$ cat config.mk
export PLATFORM = sky130hd
export DESIGN_NAME = imuldiv_div_arbiter
export DESIGN_NICKNAME = d
export VERILOG_FILES = /design/src/rtl/imuldiv_div_arbiter.sv
export SDC_FILE = /design/constraint.sdc
export NUM_CORES = 1
export LEC_CHECK = 0
export ABC_CLOCK_PERIOD_IN_PS = 2350
export CORE_AREA = 4 4 154 156
export DETAILED_ROUTE_END_ITERATION = 10
export DIE_AREA = 0 0 158 160
export PLACE_DENSITY_LB_ADDON = 0.3
export SYNTH_ARGS = -nofsm -noshare
export SYNTH_HDL_FRONTEND = slang
export SYNTH_SLANG_ARGS = --single-unit
$ cat constraint.sdc
create_clock -name clk -period 2.35 [get_ports clk]
set_input_delay 0.235 -clock clk [delete_from_list [all_inputs] [get_ports clk]]
set_output_delay 0.235 -clock clk [all_outputs]
set_load 0.005 [all_outputs]
$ cat src/rtl/imuldiv_div_arbiter.sv
// rtl/imuldiv_div_arbiter.sv - round-robin arbiter sharing one iterative divider between two ports
// At most one request is outstanding; the response is routed back to the issuing port.
module imuldiv_div_arbiter (
  input  logic        clk,
  input  logic        reset,
  input  logic        req0_msg_fn,
  input  logic [31:0] req0_msg_a,
  input  logic [31:0] req0_msg_b,
  input  logic        req0_val,
  output logic        req0_rdy,
  input  logic        req1_msg_fn,
  input  logic [31:0] req1_msg_a,
  input  logic [31:0] req1_msg_b,
  input  logic        req1_val,
  output logic        req1_rdy,
  output logic [63:0] resp0_msg_result,
  output logic        resp0_val,
  input  logic        resp0_rdy,
  output logic [63:0] resp1_msg_result,
  output logic        resp1_val,
  input  logic        resp1_rdy,
  output logic        divreq_msg_fn,
  output logic [31:0] divreq_msg_a,
  output logic [31:0] divreq_msg_b,
  output logic        divreq_val,
  input  logic        divreq_rdy,
  input  logic [63:0] divresp_msg_result,
  input  logic        divresp_val,
  output logic        divresp_rdy,
  output logic        busy
);

  typedef enum logic {
    ST_IDLE = 1'b0,
    ST_BUSY = 1'b1
  } state_t;

  state_t r_state;
  state_t w_state_next;
  logic   r_owner;
  logic   w_owner_next;
  logic   r_prio;
  logic   w_prio_next;
  logic   w_any_val;
  logic   w_winner;
  logic   w_req_fire;
  logic   w_resp_fire;

  // With a single requester its own index wins; with none, port 0 is selected.
  assign w_any_val = req0_val | req1_val;
  assign w_winner  = (req0_val & req1_val) ? r_prio : req1_val;

  always_ff @(posedge clk) begin
    if (reset) begin
      r_state <= ST_IDLE;
      r_owner <= 1'b0;
      r_prio  <= 1'b0;
    end else begin
      r_state <= w_state_next;
      r_owner <= w_owner_next;
      r_prio  <= w_prio_next;
    end
  end

  always_comb begin
    w_state_next  = r_state;
    w_owner_next  = r_owner;
    w_prio_next   = r_prio;
    req0_rdy      = 1'b0;
    req1_rdy      = 1'b0;
    resp0_val     = 1'b0;
    resp1_val     = 1'b0;
    divreq_val    = 1'b0;
    divresp_rdy   = 1'b0;
    divreq_msg_fn = req0_msg_fn;
    divreq_msg_a  = req0_msg_a;
    divreq_msg_b  = req0_msg_b;
    w_req_fire    = 1'b0;
    w_resp_fire   = 1'b0;
    case (r_state)
      ST_IDLE: begin
        if (w_winner) begin
          divreq_msg_fn = req1_msg_fn;
          divreq_msg_a  = req1_msg_a;
          divreq_msg_b  = req1_msg_b;
        end
        divreq_val = w_any_val;
        req0_rdy   = w_any_val & ~w_winner & divreq_rdy;
        req1_rdy   = w_any_val & w_winner & divreq_rdy;
        w_req_fire = w_any_val & divreq_rdy;
        if (w_req_fire) begin
          w_state_next = ST_BUSY;
          w_owner_next = w_winner;
          w_prio_next  = ~w_winner;
        end
      end
      ST_BUSY: begin
        resp0_val   = divresp_val & ~r_owner;
        resp1_val   = divresp_val & r_owner;
        divresp_rdy = r_owner ? resp1_rdy : resp0_rdy;
        w_resp_fire = divresp_val & divresp_rdy;
        if (w_resp_fire) begin
          w_state_next = ST_IDLE;
        end
      end
      default: begin
        w_state_next = ST_IDLE;
      end
    endcase
    // Handshakes are suppressed for the whole reset cycle, not just after the edge.
    if (reset) begin
      req0_rdy    = 1'b0;
      req1_rdy    = 1'b0;
      resp0_val   = 1'b0;
      resp1_val   = 1'b0;
      divreq_val  = 1'b0;
      divresp_rdy = 1'b0;
    end
  end

  assign resp0_msg_result = divresp_msg_result;
  assign resp1_msg_result = divresp_msg_result;
  assign busy             = (r_state == ST_BUSY) & ~reset;

endmodule

==> run metrics, run 1 <==
FP Rows=55; diode count=0; via count=1806; Leak=0.00172 µW; initial drt markers=49; final setup violation count=0; Hold Startpoint=divresp_msg_result[29]; hpwl dp=8680 µm; flop-to-flop setup slack=approximately 1.3 ns; Sink Count=3; post-synthesis net count=428; largest net degree at the start of global routing=17; drt drc=0; min cycle time layout=2.31 ns; Hold WC Path Type=in2out; Worst Setup SP=req0_val; Peak supply drop=about 0.00025 V; final worst slack=0.0421 ns; number of max-cap violations=0; die height=approximately 160 µm; RSZ-0062 raised after global routing=yes; worst path arrival time=2.07 ns; final slew viol count=0; die extent in x=158 µm; type of origin of the critical path=primary input; Routed WL=just under 10000 µm; Worst Path Max Fanout=12; synthesis warning total=0; Clock Skew=around 0.0002 ns; GRT Residual Overflow=0; later-pin clock latency in the skew report=0.22 ns; max frequency=433 MHz; Buffers on Ports=~210; R2R depth=3; setup TNS=0 ns; ANT nets after route=0; Clock Power Share=0.250; Slew HR=0.715; Final Cycle Share=0.982; layout cells sized above 1=0.261; drt first pass iters=3; Via density=~3.0; count of cell types in the netlist=22; Psw=approximately 260 µW; Worst EP required=about 2.1 ns; internal power=809 µW; Initial Utilization=0.0943; Switching Share=0.241; Power Dens Cells=~280 nW/µm²; CTS tree=built; critical path type=in2out; outcome=completed; most frequent cells in the layout=clkdlybuf4s50_1 (181), mux2_4 (40), dlymetal6s2s_1 (26); sequential-to-total area share from yosys stat=0.0285; Worst setup EP type=output pin; Synth Instances=226; worst r2r dst=r_prio; Post-CTS Hold Buffers=0; H-Tree Depth=1; io pins=402; part of the power in registers=0.057; wire per inst=16.2 µm; Fill cells=2469; gp weighted congestion=about 0.75; cts bufs inserted=3; Logic pwr share=0.693; first-pass GRT wire length=12700 µm; Worst R2R Start=r_state; Root Driver=clkbuf_16; Worst Setup EP=divreq_msg_a[21]; initial antenna violation count=0; Avg Inst Size Synth=9.33 µm²; Longest Clk Path Bufs=2; pre-CTS WS=-0.0247 ns; commonest non-fill, non-tap cell in the layout=clkdlybuf4s50_1; total track usage=0.0654; Final Hold Vio Count=0; Nets=521; die area=25300 µm²; Core Footprint=22400 µm²; area of the mapped netlist=2110 µm²; Synth Register Bits=3; Area Growth Syn to Fin=82.0%; Slew @ Worst Pin=0.416 ns; vias in the first global route=2065
## through the flow
| stage | utilization | hold slack (ns) | cells | cell area (µm²) | power [µW] |
|---|---|---|---|---|---|
| floorplan | - | 0.307 | 226 | 2110 | 471 |
| global placement | 0.164 | 0.470 | 596 | 3660 | 817 |
| finish | 0.172 | 0.470 | 603 | 3840 | 1070 |
| global route | 0.172 | 0.470 | 603 | 3840 | 1120 |
| detailed placement | 0.164 | 0.470 | 596 | 3660 | 815 |
| CTS | 0.167 | 0.470 | 600 | 3740 | 1090 |
## routing by layer
layer,vias up,GRT usage,share of wire
li1,813,-,-
met2,195,0.126,0.50
met1,790,0.0667,0.35
met5,-,0,0
met4,0,0.00582,0.0016
met3,8,0.0293,0.15
## cell type report
type,count,area (µm²),area share
Timing Repair Buffer,223,2310,0.601
Tap cell,285,357,0.0929
Multi-Input combinational cell,88,1030,0.270
Sequential cell,3,60.1,0.0156
Clock buffer,4,78.8,0.0205
## kinds of logic after synthesis
kind of cell	share of synthesized area
buf+inv	0.487
mux	0.421
simple gates	0.0421
compound gates	0.0214
flops	0.0285
## sequential cells by signal (all words and copies together) (netlist names)
name / cells
r_owner: 1
r_prio: 1
r_state: 1
## critical path, cell delays in order
cell and delay (ns):
clkdlybuf4s50_1 0.49, nand2b_1 0.11, nand3b_4 0.11, buf_12 0.16, buf_4 0.18, mux2_4 0.30
clkdlybuf4s50_1 0.47
## worst min-delay path by stage
stage                      endpoint  slack (ns)  depth (start not counted)
2_1_floorplan                r_prio        0.31                          1
3_3_place_gp   resp0_msg_result[14]        0.47                          0
3_5_place_dp   resp0_msg_result[14]        0.47                          0
4_1_cts        resp0_msg_result[14]        0.47                          0
5_1_grt        resp0_msg_result[29]        0.47                          0
6_report       resp0_msg_result[29]        0.47                          0
## repair_timing
action / CTS / global route
setup endpoints to repair: 6 / 56
gates resized for setup: 4 / 28
buffers inserted: 0 / 3
cloned: 0 / 0
## Yosys cell counts (all sizes together)
library cell,count,area (µm²)
o22ai,1,6.26
buf,135,1030
mux2,65,878
nor2,4,15.0
o21a,1,7.51
a311oi,1,8.76
a21oi,1,5.00
and3,1,6.26
nand2,3,11.3
nand3b,2,18.8
nor3b,1,7.51
dfxtp,3,60.1
a2111oi,1,8.76
nor2b,3,18.8
nand2b,1,6.26
a32oi,1,8.76
nor3,1,5.00
mux2i,1,10.0
## power groups by stage
stage / clock network, µW / registers (µW) / logic (µW)
2_1_floorplan: 0 / 59.1 / 412
3_3_place_gp: 0 / 60.6 / 756
3_5_place_dp: 0 / 60.6 / 754
4_1_cts: 273 / 59.9 / 759
5_1_grt: 278 / 60.5 / 785
6_report: 266 / 60.2 / 739
(Power assumes the default switching activity.)
==> run 2: changes to the inputs <==
CTS_BUF_LIST = sky130_fd_sc_hd__clkbuf_4   (was default)
==> run metrics, run 2 (synthesis gave the netlist of run 1 again) <==
initial antenna violation count=0; Fill cells=2474; Worst Setup EP=divreq_msg_a[21]; Via density=3.01; min cycle time layout=2.31 ns; WL met2=4890 µm; GRT Residual Overflow=0; Clock Skew=roughly 0.0056 ns; Slew @ Worst Pin=between 0.4 and 0.5 ns; initial drt markers=between 50 and 60; layout cells sized above 1=0.264; Longest Clk Path Bufs=2; Slew HR=0.715; type of origin of the critical path=primary input; number of max-cap violations=0; H-Tree Depth=1; worst path arrival time=2.07 ns; Peak supply drop=0.000179 V; die area=25300 µm²; most frequent cells in the layout=clkdlybuf4s50_1 (181), mux2_4 (40), dlymetal6s2s_1 (26); largest registers=r_owner x1, r_prio x1, r_state x1; commonest non-fill, non-tap cell in the layout=clkdlybuf4s50_1; Placed Area=approximately 3700 µm²; drt first pass iters=4; RSZ-0062 raised after global routing=yes; diode count=0; io pins=402; first-pass GRT wire length=12700 µm; Final Cycle Share=0.982; Power Dens Cells=238 nW/µm²; drt drc=0; top routing layer used=met4; final slew viol count=0; Leak=around 0.0017 µW; Final Hold Vio Count=0; flop-to-flop setup slack=between 1 and 1.5 ns; fin cells=603; FP Rows=55; via count=roughly 1800; cts bufs inserted=3; Root Driver=clkbuf_4; Worst Path Max Fanout=12; wire per inst=16.2 µm; worst r2r dst=r_prio; Design Area, Final=3790 µm²; gp weighted congestion=~0.75; largest net degree at the start of global routing=17; max frequency=433 MHz; total track usage=0.0655; Core Footprint=22400 µm²; Worst Setup SP=req0_val; Initial Utilization=0.0943; Area Growth Syn to Fin=79.7%; Worst EP required=between 2 and 2.5 ns; outcome=completed; Post-CTS Hold Buffers=0; die extent in x=around 160 µm; CTS tree=built; vias in the first global route=2063; Routed WL=9780 µm; met3 WL=1460 µm; Nets=approximately 520; wire length on met1=3420 µm; later-pin clock latency in the skew report=0.24 ns; critical path type=in2out; R2R depth=3; final setup violation count=0; setup TNS=0 ns; Post-Place Cells=596; Sink Count=3; ANT nets after route=0; hpwl dp=8680 µm; Worst setup EP type=output pin; Buffers on Ports=209; Worst R2R Start=r_state; Hold WC Path Type=in2out; die height=160 µm
-- run 2: stage by stage --
| step | setup WS (ns) | hold WS [ns] | utilization | power, µW |
|---|---|---|---|---|
| after floorplan | 0.938 | 0.307 | - | 471 |
| after global placement | -0.0246 | 0.470 | 0.164 | 817 |
| after detailed placement | -0.0247 | 0.470 | 0.164 | 815 |
| after CTS | -0.000123 | 0.470 | 0.165 | 927 |
| after global routing | -0.0304 | 0.470 | 0.169 | 957 |
| final | 0.0412 | 0.470 | 0.169 | 904 |
-- run 2: worst max-delay path: stages --
cell,delay (ns)
clkdlybuf4s50_1,0.49
nand2b_1,0.11
nand3b_4,0.11
buf_12,0.16
buf_4,0.18
mux2_4,0.30
clkdlybuf4s50_1,0.47
-- run 2: layer usage --
layer	GRT usage	vias up
met5	0	-
met4	0.00465	0
met3	0.0301	8
met2	0.126	199
met1	0.0667	793
li1	-	814
-- run 2: worst min path at each step --
| stage | startpoint | endpoint | slack (ns) | cells after the start |
|---|---|---|---|---|
| final | divresp_msg_result[29] | resp0_msg_result[29] | 0.47 | 0 |
| after global routing | divresp_msg_result[29] | resp0_msg_result[29] | 0.47 | 0 |
| after CTS | divresp_msg_result[14] | resp0_msg_result[14] | 0.47 | 0 |
| after detailed placement | divresp_msg_result[14] | resp0_msg_result[14] | 0.47 | 0 |
| after global placement | divresp_msg_result[14] | resp0_msg_result[14] | 0.47 | 0 |
| after floorplan | reset | r_prio | 0.31 | 1 |
-- run 2: layout make-up --
class | instances | area [µm²] | area share
flip-flops and latches | 3 | 60.1 | 0.0158
well taps | 285 | 357 | 0.0941
multi-input cells | 88 | 1030 | 0.273
clock buffers | 4 | 30.0 | 0.00792
repair buffers | 223 | 2310 | 0.609
-- run 2: power breakdown --
group / internal, µW / total [µW] / switching (µW)
Combinational: 530 / 739 / 208
Clock: 75.3 / 105 / 29.4
Sequential: 54.9 / 60.2 / 5.36
Total: 661 / 904 / 243
-- run 2: repair_timing --
item,4_1_cts,5_1_grt
setup endpoints to repair,6,56
pin swaps,0,0
buffers inserted,0,3
gates resized for setup,4,28
==> run 3: changes to the inputs <==
CORE_AREA = 2 2 156 158   (was 4 4 154 156)
==> run metrics, run 3 (synthesis gave the netlist of run 1 again) <==
outcome=completed; max frequency=441 MHz; Slew HR=0.760; min cycle time layout=2.27 ns; Power Dens Cells=236 nW/µm²; Longest Clk Path Bufs=2; Final Hold Vio Count=0; final setup violation count=0; worst-path cell chain=clkdlybuf4s50_1, nand2b_4, nand3b_4, buf_4, mux2_4, clkdlybuf4s50_1; H-Tree Depth=1; drt first pass iters=3; Initial Utilization=0.0886; gp weighted congestion=0.663; Leak=around 0.0015 µW; largest net degree at the start of global routing=31; initial antenna violation count=0; io pins=402; # Post-CTS Setup Buffers=0; FP Rows=57; number of max-cap violations=0; CTS tree=built; Area Growth Syn to Fin=78.6%; slowest CP cell=clkdlybuf4s50_1; vias in the first global route=2070; Buf/Inv on CP=3; most frequent cells in the layout=clkdlybuf4s50_1 (209), mux2_4 (39), mux2_2 (26); wire per inst=12.8 µm; Crit path max-delay family=buffers and inverters; Buffers on Ports=~210; Worst setup EP type=output pin; worst path arrival time=approximately 2.0 ns; hpwl dp=a little over 7000 µm; ANT nets after route=0; drt drc=0; Slew @ Worst Pin=0.360 ns; first-pass GRT wire length=approximately 11000 µm; Root Driver=clkbuf_4; type of origin of the critical path=primary input; critical path type=in2out; Post-CTS Hold Buffers=0; via count=about 1800; die height=~160 µm; Clock Skew=0.000962 ns; largest registers=r_owner x1, r_prio x1, r_state x1; Routed WL=8200 µm; Final Cycle Share=0.965; Core Footprint=between 20000 and 25000 µm²; die extent in x=approximately 160 µm; Sink Count=3; die area=25300 µm²; initial drt markers=28; fin cells=641; commonest non-fill, non-tap cell in the layout=clkdlybuf4s50_1; Fill cells=2703; Tot Pwr=890 µW; Worst EP required=2.12 ns; cts bufs inserted=3; Hold WC Path Type=in2out; total track usage=0.0561; Peak supply drop=between 0.00008 and 0.00009 V; final slew viol count=0; diode count=0; max incr delay on CP=roughly 0.54 ns; CP dominant cell by count=clkdlybuf4s50_1; GRT Residual Overflow=0; Nets=520; layout cells sized above 1=0.268; Worst Path Max Fanout=7; RSZ-0062 raised after global routing=no; Post-Place Cells=around 640; Via density=2.81; later-pin clock latency in the skew report=~0.24 ns
## run 3: cell types whose count changed in the layout (fill, tap and decap cells not counted), moves of 2 or more
cell,change
clkdlybuf4s50_1,+28
dlymetal6s2s_1,-26
buf_12,-2
dlygate4sd2_1,-2
## run 3: timing repair
item                       4_1_cts  5_1_grt
hold endpoints to repair         0        0
resized for setup                2        3
setup endpoints to repair        1       41
cloned                           0        1
pin swaps                        0        1
## run 3: worst paths after layout
kind,endpoint,cells after the start,from,slack [ns]
max,divreq_msg_a[29],6,req0_val,0.08
max reg2reg,r_prio,4,r_state,1.22
min,resp0_msg_result[49],0,divresp_msg_result[49],0.47
min reg2reg,r_prio,1,r_prio,0.56
## run 3: routing by layer
| metal | vias up | part of all wire | track usage |
|---|---|---|---|
| met4 | 0 | 0.010 | 0.0106 |
| met3 | 14 | 0.14 | 0.0228 |
| met2 | 190 | 0.55 | 0.119 |
| li1 | 811 | - | - |
| met1 | 788 | 0.29 | 0.0471 |
| met5 | - | 0 | 0 |
## run 3: report_power, final
group	switching [µW]	leakage (µW)	internal [µW]
Clock	31.1	0.0000184	75.4
Combinational	189	0.00141	536
Sequential	3.63	0.0000247	54.9
Total	223	0.00146	667
## run 3: final cells by class
cell class,count,area (µm²),share of cell area
timing repair buffer,222,2230,0.591
tap,324,405,0.108
multi-input combinational,88,1040,0.277
clock buffer,4,30.0,0.00797
sequential,3,60.1,0.0159
## run 3: per-stage QoR
step	hold slack [ns]	setup TNS, ns	setup WS [ns]	instance area (µm²)	utilization
floorplan	0.307	0	0.938	2110	-
CTS	0.470	0	0.0159	3730	0.156
global route	0.470	0	0.00386	3770	0.158
finish	0.470	0	0.0830	3770	0.158
detailed placement	0.470	-0.106	-0.106	3690	0.155
global placement	0.470	-0.0654	-0.0654	3690	0.155
